--- src/rtl/rf_write_scheduler.sv ---
// rf_write_scheduler: shares the register-file write side between scalar writeback
// and a buffered 8-lane vector writeback, with a starvation-forced vector drain.
module rf_write_scheduler #(
    parameter int DEPTH  = 2,
    parameter int STARVE = 4
) (
    input  logic                       clk,
    input  logic                       rst,
    input  logic                       s_valid,
    input  logic [4:0]                 s_addr,
    input  logic [31:0]                s_data,
    input  logic                       v_valid,
    output logic                       v_ready,
    input  logic [4:0]                 v_addr,
    input  logic [255:0]               v_data,
    input  logic [4:0]                 id_rs_addr,
    input  logic [4:0]                 id_rt_addr,
    input  logic                       id_vec_read,
    output logic                       stall_id,
    output logic                       wb_hold,
    output logic                       rf_write,
    output logic [4:0]                 rf_write_addr,
    output logic [31:0]                rf_write_data,
    output logic                       rf_vwrite,
    output logic [4:0]                 rf_vwrite_addr,
    output logic [255:0]               rf_vwrite_data,
    output logic [$clog2(DEPTH):0]     v_count
);
    localparam int PW = $clog2(DEPTH);
    localparam int CW = PW + 1;
    localparam int WW = $clog2(STARVE + 1);

    typedef enum logic {IDLE, FORCE} state_t;

    state_t         state;
    logic [4:0]     mem_addr [DEPTH];
    logic [255:0]   mem_data [DEPTH];
    logic [PW-1:0]  rd_ptr, wr_ptr;
    logic [WW-1:0]  wait_cnt;
    logic           push, pop, grant_s, empty, starve, fifo_hit;

    function automatic logic reads(input logic [4:0] a);
        return a == id_rs_addr || a == id_rt_addr;
    endfunction

    assign v_ready = (v_count < CW'(DEPTH)) && !rst;
    assign push    = v_valid && v_ready;
    assign empty   = v_count == '0;
    assign grant_s = s_valid && !wb_hold;
    assign pop     = !grant_s && !empty;
    assign starve  = !empty && grant_s && wait_cnt == WW'(STARVE - 1);

    // A slot is live when its distance from the head is below the occupancy.
    always_comb begin
        fifo_hit = 1'b0;
        for (int i = 0; i < DEPTH; i++)
            fifo_hit = fifo_hit || (({1'b0, PW'(i) - rd_ptr} < v_count) && reads(mem_addr[i]));
    end

    assign stall_id = !rst && id_vec_read &&
                      (fifo_hit || (rf_vwrite && reads(rf_vwrite_addr)) || (v_valid && reads(v_addr)));

    always_ff @(posedge clk)
        if (push) begin
            mem_addr[wr_ptr] <= v_addr;
            mem_data[wr_ptr] <= v_data;
        end

    always_ff @(posedge clk) begin
        if (rst) begin
            state          <= IDLE;
            wb_hold        <= 1'b0;
            rd_ptr         <= '0;
            wr_ptr         <= '0;
            v_count        <= '0;
            wait_cnt       <= '0;
            rf_write       <= 1'b0;
            rf_write_addr  <= '0;
            rf_write_data  <= '0;
            rf_vwrite      <= 1'b0;
            rf_vwrite_addr <= '0;
            rf_vwrite_data <= '0;
        end else begin
            rf_write  <= grant_s;
            rf_vwrite <= pop;
            if (grant_s) begin
                rf_write_addr <= s_addr;
                rf_write_data <= s_data;
            end
            if (pop) begin
                rf_vwrite_addr <= mem_addr[rd_ptr];
                rf_vwrite_data <= mem_data[rd_ptr];
                rd_ptr         <= rd_ptr + 1'b1;
            end
            if (push)
                wr_ptr <= wr_ptr + 1'b1;
            v_count  <= v_count + CW'(push) - CW'(pop);
            wait_cnt <= (pop || empty) ? '0 : grant_s ? wait_cnt + 1'b1 : wait_cnt;
            state    <= (state == IDLE && starve) ? FORCE : IDLE;
            wb_hold  <= state == IDLE && starve;
        end
    end
endmodule
--- config.mk ---
export PLATFORM = sky130hd
export DESIGN_NAME = rf_write_scheduler
export DESIGN_NICKNAME = d
export VERILOG_FILES = /design/src/rtl/rf_write_scheduler.sv
export SDC_FILE = /design/constraint.sdc
export NUM_CORES = 1
export LEC_CHECK = 0
export ABC_AREA = 1
export BUFFER_PORTS_ARGS = -buffer_cell sky130_fd_sc_hd__clkbuf_2
export CAP_MARGIN = 5
export CELL_PAD_IN_SITES_DETAIL_PLACEMENT = 1
export CELL_PAD_IN_SITES_GLOBAL_PLACEMENT = 1
export CORE_MARGIN = 2
export CORE_UTILIZATION = 25
export CTS_CLUSTER_SIZE = 8
export DETAILED_ROUTE_END_ITERATION = 8
export PLACE_DENSITY_LB_ADDON = 0.1
export SKIP_CTS_REPAIR_TIMING = 1
export SLEW_MARGIN = 20
export SYNTH_ARGS = -nofsm -noshare
export SYNTH_HDL_FRONTEND = slang
export SYNTH_SLANG_ARGS = --single-unit
--- constraint.sdc ---
create_clock -name clk -period 13.1 [get_ports clk]
set_input_delay 1.31 -clock clk [delete_from_list [all_inputs] [get_ports clk]]
set_output_delay 1.31 -clock clk [all_outputs]
set_load 0.02 [all_outputs]
Word level (Yosys, flattened, before mapping)
Memory sizes are Yosys's and may differ from the RTL's. A register that Yosys moved wholly into a read port is not among the register bits.
Index checks and enable logic that the tools add are counted.

word-level totals
  bits in writable memories = 522
  output and inout port bits = 305
  input port bits = 313
  ROM bits = 0
  register bits after elaboration = 48
  memories = 2
  logic and storage cells = 62
  latch bits = 0

memory list
  memory    words  bits a word  rd ports  clocked after memory_dff  write ports  line  source
  mem_data  2      256          1         1                         1            37    logic [255:0] mem_data [DEPTH];
  mem_addr  2      5            3         1                         1            36    logic [4:0] mem_addr [DEPTH];

operators by class
  div/mod/pow operators = 0
  $lt $le $gt $ge = 3
  mux-type cells = 3
  shift operators = 0
  equality and inequality tests = 9
  multiply operators = 0
  bitwise logic cells = 1
  add/subtract/negate cells = 7
  reductions and logical operators = 27

operators with widths
  operator                                                               count
  5-bit equality test                                                    8
  1-bit logical AND                                                      13
  1-bit logical OR                                                       8
  1-bit zero test                                                        4
  1-bit by 2-bit less-than comparator with 1-bit output                  2
  3-bit by 1-bit adder with 3-bit output, second input constant          1
  3-bit by 2-bit equality test with 1-bit output, second input constant  1
  1-bit two-way mux                                                      3
  1-bit adder, second input constant                                     2
  2-bit by 1-bit adder with 2-bit output                                 1
  2-bit zero test                                                        1
  2-bit less-than comparator, second input constant                      1
  2-bit OR reduction                                                     1
  1-bit subtractor, first input constant                                 2
  2-bit by 1-bit subtractor with 2-bit output                            1
  1-bit inverter                                                         1

Longest topological paths before layout
Gate-level depths: netlist of the first run.

  depth in word-level cells = 7
  gate-level depth with buffers = 11
  gate-level depth less buffers = 10

Least setup slack after synthesis of the first run
Ideal clock, no wire load.

  path kind = input to register
  start = input rst
  end = memory mem_addr[1][0] (enable)
  required time = 12.209 ns
  stages = 3
  library setup time = 0.891 ns
  data arrival time = 12.687 ns
  path buffers = 0
  setup slack = -0.477 ns
  cell sequence = nor2_1 > nand2_1 > nor2_1

between the ends
  cells in the longest elaborated chain, start to end = 5

ends and longest elaborated chain
  element                                  line  source
  start: declaration                       8     input logic rst,
  1-bit zero test                          46    assign v_ready = (v_count < CW'(DEPTH)) && !rst;
  1-bit logical AND                        46
  1-bit logical AND                        47    assign push = v_valid && v_ready;
  1-bit two-way mux                        64    if (push) begin
  1-bit two-way mux (not written as such)  65    mem_addr[wr_ptr] <= v_addr;
  end: declaration                         36

Every way passes these cells.

Worst setup path after layout of the first run
  start = register rd_ptr
  end = output stall_id

between the ends
  cells in the longest elaborated chain, start to end = 7
  elaborated cells between the ends (all ways) = 10
  those cells by class = add/sub (2); order compare (2); reduce/logical (6)

ends and longest elaborated chain
  element                                                line  source
  start: declaration                                     38    logic [PW-1:0] rd_ptr, wr_ptr;
  start signal: assignment                               93    rd_ptr <= rd_ptr + 1'b1;
  1-bit subtractor                                       57    fifo_hit = fifo_hit || (({1'b0, PW'(i) - rd_ptr} < v_count) && reads(mem_addr[i]));
  1-bit by 2-bit less-than comparator with 1-bit output  57
  1-bit logical AND                                      57
  1-bit logical OR (*)                                   57
  1-bit logical OR (*) (2 in a row)                      61    (fifo_hit || (rf_vwrite && reads(rf_vwrite_addr)) || (v_valid && reads(v_addr)));
  1-bit logical AND (*)                                  60    assign stall_id = !rst && id_vec_read &&
  end: declaration                                       19    output logic stall_id,

Every way passes the cells marked *; elsewhere a longest branch is shown, timed or not.

==> results of run 1 <==
-- kinds of logic (layout without fill, tap and decap cells) --
logic type                 count (synthesis)  count (layout)  synth area share, %
xor gates and xnor gates                  13              13                0.395
AOI/OAI and AO/OA                        569             569                 11.0
and+or+nand+nor                          733             733                 9.65
DFF                                      830             830                 75.8
buffers and inverters                    202             897                 2.99
other                                      0              12                    0
adders and majority gates                  4               4                0.174
-- critical path, cell delays in order, from the launching register on --
cell and delay (ns):
dfxtp_4 0.89, inv_8 0.40, o21ai_0 0.26, nand2_1 0.07, nand2_1 0.06, nor2_1 0.06
nor2_1 0.10, clkbuf_2 0.18
-- cell type report --
type / count / area [µm²] / area share, %
sequential: 830 / 21800 / 59.4
multi-input combinational: 1319 / 6140 / 16.7
timing repair buffer: 642 / 3310 / 9.01
clock buffer: 205 / 3250 / 8.83
tap: 1512 / 1890 / 5.14
inverter: 43 / 176 / 0.480
clock inverter: 7 / 144 / 0.391
antenna: 12 / 30.0 / 0.0816
-- cell usage in the layout, fill, tap and decap left out, types with 2 or more instances in the layout --
cell type	Yosys	final
nand2_1	618	618
clkbuf_2	0	617
edfxtp_1	522	522
dfxtp_1	308	307
a31oi_1	261	261
o21ai_0	258	258
clkbuf_16	0	116
nor2_1	101	99
clkbuf_1	89	88
o21ai_1	47	47
inv_1	41	40
buf_4	5	22
diode_2	0	12
xnor2_1	8	8
nand3_1	8	8
xor2_1	5	5
nor2_4	2	4
ha_1	4	4
nor3_1	3	3
a21oi_1	3	3
clkinv_8	0	3
buf_12	0	3
inv_8	0	2
clkinv_16	0	2
-- registers in the layout, summed over array words and instances (netlist names) --
| signal | cells |
|---|---|
| rf_write_data | 32 |
| wait_cnt | 3 |
| mem_data | 512 |
| rf_vwrite | 1 |
| wr_ptr | 1 |
| v_count | 2 |
| rf_write | 1 |
| rd_ptr | 1 |
| wb_hold | 1 |
| rf_vwrite_addr | 5 |
| rf_vwrite_data | 256 |
| rf_write_addr | 5 |
| mem_addr | 10 |
-- layer usage --
metal  GRT usage [%]  up-vias
li1                -     9592
met1            17.3     9933
met2            27.1      464
met3            4.80      163
met4            6.52       20
met5               0        -
-- report_power, final --
part	leakage [µW]	total (µW)	switching, µW	internal [µW]
combinational	0.00546	1790	1310	475
sequential	0.00731	3440	220	3220
clock	0.00160	2800	1130	1680
-- synth_stat cells, types with 4 or more instances --
| master | number |
|---|---|
| a31oi_1 | 261 |
| buf_2 | 62 |
| buf_4 | 5 |
| clkbuf_1 | 89 |
| dfxtp_1 | 308 |
| edfxtp_1 | 522 |
| ha_1 | 4 |
| inv_1 | 41 |
| nand2_1 | 618 |
| nand3_1 | 8 |
| nor2_1 | 101 |
| o21ai_0 | 258 |
| o21ai_1 | 47 |
| xnor2_1 | 8 |
| xor2_1 | 5 |
-- through the flow --
| stage | std cells | cell area [µm²] | total power, µW | util [%] |
|---|---|---|---|---|
| after floorplan | 2351 | 28800 | 4560 | - |
| final | 4570 | 36800 | 8030 | 32.2 |
| after global placement | 4346 | 33400 | 5310 | 29.2 |
| after global routing | 4569 | 36800 | 8490 | 32.2 |
| after detailed placement | 4346 | 33400 | 5350 | 29.2 |
| after CTS | 4558 | 36800 | 8210 | 32.1 |
-- worst paths after layout --
kind	to	slack [ns]	cells past startpoint	from
setup / recovery	stall_id	9.09	7	rd_ptr
hold / removal	wait_cnt[0]	0.43	1	wait_cnt[0]
setup reg to reg	rf_vwrite_data[12]	9.60	7	v_count[1]
hold reg to reg	wait_cnt[0]	0.43	1	wait_cnt[0]
==> impl_metrics.csv, run 1 <==
group,metric,value,unit
clock_network,cts_inserted_buffers,114,
grt,grt_pass1_vias,21245,
finish,nNetsFinal,3267,
clock_network,clock_latency,0.69,ns
sta,worst_pin_slew,1.04,ns
synth,ys_seq_elements,830,
placement,port_buffers,617,
sta,setup_ws,9.09,ns
placement,gp_congestion,0.756,
die,fp.dieW,344,µm
sta,slew_headroom,30.5,%
routing,initialDrtViolationCount,700,
clock_network,clock-sinks,830,
placement,place_ws,8.65,ns
grt,gr-usage-all-layers,15.5,%
grt,grt_max_degree,201,
sta,hold_ws,0.434,ns
sta,setup_tns,0,ns
grt,grt_pass1_wl,137000,µm
routing,finalWirelength,93600,µm
die,dieArea,0.118,mm²
synth,synth_area_per_cell,12.3,µm²
die,die_y,344,µm
clock_network,h-tree-depth,3,
die,rows,124,
sta,hold_violations,0,
grt,gr-total-overflow,0,
finish,layout-drive-gt1-share,25.4,%
synth,synth_nets,2668,
power,p_per_area,218,mW/mm²
synth,syn_area,0.0288,mm²
routing,top_layer,"met5",
worst_setup_path,worstPathRequired,11.79,ns
routing,first_pass_iters,4,
synth,synth_edf_count,522,
sta,setup-violations-final,0,
worst_setup_path,worstSetupPathType,"reg -> out",
routing,viasPerCell,4.41,
worst_setup_path,crit_path_max_fanout,74,
die,initial_utilization,25.2,%
synth,yosysSeqAreaShare,75.8,%
synth,synthCells,2351,
sta,min_period,4.01,ns
clock_network,clkTransAtPathRegs,0.05,ns
synth,ys.warnings.count,0,
routing,wl_met3,6290,µm
sta,fmax,0.249,GHz
hold_path,hp-class,"reg -> reg",
synth,synth_top_cell_by_area,"edfxtp_1",
clock_network,cts_root_buf,"clkbuf_16",
clock_network,cts_buffer_depth,3,
synth,ys_types,23,
clock_network,tritoncts,"done",
synth,synthTopCellsByArea,"edfxtp_1 (54%), dfxtp_1 (21%), nand2_1 (8.0%), a31oi_1 (5.7%), o21ai_0 (4.5%)",
grt,antenna_found_initial,24,
routing,met2_length,48000,µm
sta,rsz0062_at_grt,"no",
routing,wl_per_cell,20.5,µm
routing,wl_met1,36400,µm
die,core_area,0.114,mm²
routing,drc,0,
synth,ys.flop_type,"edfxtp_1",
finish,fill_cells,12574,
routing,ant_nets,0,
routing,via_count,20172,
synth,async_reset_ff_share,0,%
sta,drv_slew,0,
placement,place_hpwl,59400,µm
worst_setup_path,crit_path_end_kind,"output port",
power,p_leak,0.0144,µW
run_status,status,"complete, no violations",
worst_setup_path,critPathArrivalTime,2.70,ns
sta,finClkSkew,0.0280,ns
worst_setup_path,start_kind,"flip-flop",
finish,area_growth_syn_to_layout,27.6,%
sta,period_share,30.6,%
job,max-cap-violations,0,
die,io_pins,618,
synth,synth_top_area_share,54.4,%
power,ir_drop,0.000120,V
Note: power is estimated with default switching activity, not from simulation.
==> run 2: changes to the inputs <==
Clock period 13.1 ns to 3.8 ns, I/O delays scaled along.
==> run 2 against run 1 <==
Compared with the run above:
- via count is 5.6% higher
- non-clock buffer count is 305 higher
- first-iteration DRC count grew 22%
- setup slack lost 8.0 ns
- combinational power grew to 3.7 times the previous value
- global-route usage down 0.15 points
- largest power group unchanged
- die area unchanged
==> impl_metrics.csv, run 2 (synthesis gave the netlist of run 1 again) <==
group,metric,value,unit
run_status,status,"complete, no violations",
clock_network,clock-sinks,830,
clock_network,cts_root_buf,"clkbuf_16",
power,power_switching,9150,µW
routing,finalWirelength,95000,µm
power,pwr-share-seq,42.5,%
sta,slew_headroom,31.3,%
finish,top_register,"mem_data",
worst_setup_path,worstSetupStartpoint,"rd_ptr",
clock_network,clkTransAtPathRegs,0.06,ns
clock_network,clock_latency,0.68,ns
grt,grt_pass1_wl,136000,µm
worst_setup_path,crit_family,"buffers and inverters",
sta,worst_pin_slew,1.03,ns
power,ir_drop,0.000433,V
routing,initialDrtViolationCount,852,
die,initial_utilization,25.2,%
power,internal_power,18600,µW
sta,finClkSkew,0.0176,ns
hold_path,hp-class,"in -> reg",
clock_network,tritoncts,"done",
grt,gr-total-overflow,0,
power,clkPwrFrac,33.8,%
worst_setup_path,critPathArrivalTime,2.33,ns
die,core_area,0.114,mm²
job,max-cap-violations,0,
routing,ant_nets,0,
worst_setup_path,crit_path_end_kind,"output port",
sta,setup_tns,0,ns
placement,gp_congestion,0.761,
grt,antenna_found_initial,13,
hold_path,min_to,"v_count[0]",
grt,grt_max_degree,174,
worst_setup_path,crit_slowest_cell,"buf_12",
worst_setup_path,reg2reg_depth,5,
sta,drv_slew,0,
routing,wl_per_cell,19.6,µm
finish,fin_cells,4857,
worst_setup_path,worstSetupPathType,"reg -> out",
power,power,27800,µW
grt,grt_pass1_vias,21163,
sta,setup-violations-final,0,
die,fp.dieW,344,µm
sta,period_share,71.3,%
worst_setup_path,r2r-start,"v_count[1]",
clock_network,cts_inserted_buffers,114,
finish,layout-drive-gt1-share,23.4,%
hold_path,min_from,"rst",
routing,first_pass_iters,4,
finish,top_regs,"mem_data (512), rf_vwrite_data (256), rf_write_data (32)",
worst_setup_path,crit_path_max_fanout,137,
power,p_per_area,698,mW/mm²
die,die_y,344,µm
hold_path,whs_path_depth,2,
finish,fill_cells,12462,
power,netSwitchingFraction,32.9,%
power,pwr-share-comb,23.7,%
routing,via_count,21303,
clock_network,cts_buffer_depth,3,
worst_setup_path,cp_cell_sequence,"buf_12, o21ai_0, nand2_1, nand2_1, nor2_1, nor2_1, clkbuf_2",
power,p_leak,0.0156,µW
worst_setup_path,start_kind,"flip-flop",
grt,gr-usage-all-layers,15.3,%
placement,port_buffers,617,
worst_setup_path,slowest_delay,0.45,ns
sta,min_period,2.71,ns
die,rows,124,
routing,viasPerCell,4.39,
worst_setup_path,worstReg2RegEnd,"rf_vwrite_data[208]",
finish,multi_input_area,0.00615,mm²
die,dieArea,0.118,mm²
sta,rsz0062_at_grt,"no",
die,io_pins,618,
finish,nNetsFinal,3572,
finish,largest_reg_flops,512,
worst_setup_path,worstPathRequired,3.42,ns
finish,final_cell_mix,"nand2_1 (617), clkbuf_2 (617), edfxtp_1 (522)",
sta,fmax,0.369,GHz
clock_network,h-tree-depth,3,
finish,ff_latch_area,0.0218,mm²
placement,dp_cells,4353,
worst_setup_path,crit_buf_inv,2,
routing,drc,0,
worst_setup_path,r2r_slack,1.55,ns
placement,place_hpwl,59700,µm
sta,hold_violations,0,
finish,area_growth_syn_to_layout,38.1,%
-- run 2: cell count changes in the layout (fill, tap and decap cells not counted), moves of 2 or more --
cell	change
buf_12	+10
buf_4	-3
clkbuf_1	-12
clkinv_16	-2
clkinv_8	-2
diode_2	-2
dlygate4sd3_1	+298
-- run 2: worst max path at each step --
stage / endpoint / cells past startpoint
finish: stall_id / 7
global route: stall_id / 7
CTS: stall_id / 7
detailed placement: rf_vwrite_data[25] / 8
global placement: v_count[1] / 10
floorplan: mem_addr[1][0] / 3
-- run 2: metrics by stage --
| step | setup WS [ns] | hold slack [ns] | cell area [µm²] | utilization, % |
|---|---|---|---|---|
| 2_1_floorplan | -1.19 | 0.397 | 28900 | - |
| 3_3_place_gp | 1.48 | 0.408 | 33600 | 29.3 |
| 3_5_place_dp | 1.44 | 0.417 | 33600 | 29.3 |
| 4_1_cts | 0.878 | -0.191 | 36800 | 32.2 |
| 5_1_grt | 0.903 | 0.0595 | 39800 | 34.8 |
| 6_report | 1.09 | 0.0874 | 39800 | 34.8 |
-- run 2: area by class of cell --
class                   count  share of cell area, %
inverters                  43                  0.443
multi-input cells        1319                   15.5
clock buffers             193                   8.05
well taps                1512                   4.75
clock inverters             3                 0.0755
flip-flops and latches    830                   54.9
repair buffers            947                   16.3
diodes                     10                 0.0629
-- run 2: power groups by stage --
stage	logic, µW	registers (µW)	clock network (µW)
after floorplan	2560	13100	0
after global placement	6420	11900	0
after detailed placement	6530	12000	0
after CTS	6550	11800	9730
after global routing	7260	12000	10100
final	6600	11800	9380
-- run 2: metal layers --
| metal | share of wire (%) | vias up | GRT usage (%) | wire length, µm |
|---|---|---|---|---|
| li1 | - | 10197 | - | - |
| met1 | 40 | 10454 | 17.2 | 38400 |
| met2 | 51 | 481 | 26.8 | 48200 |
| met3 | 5.6 | 165 | 4.83 | 5350 |
| met4 | 3.2 | 6 | 6.10 | 3010 |
| met5 | 0.046 | - | 0 | 44 |
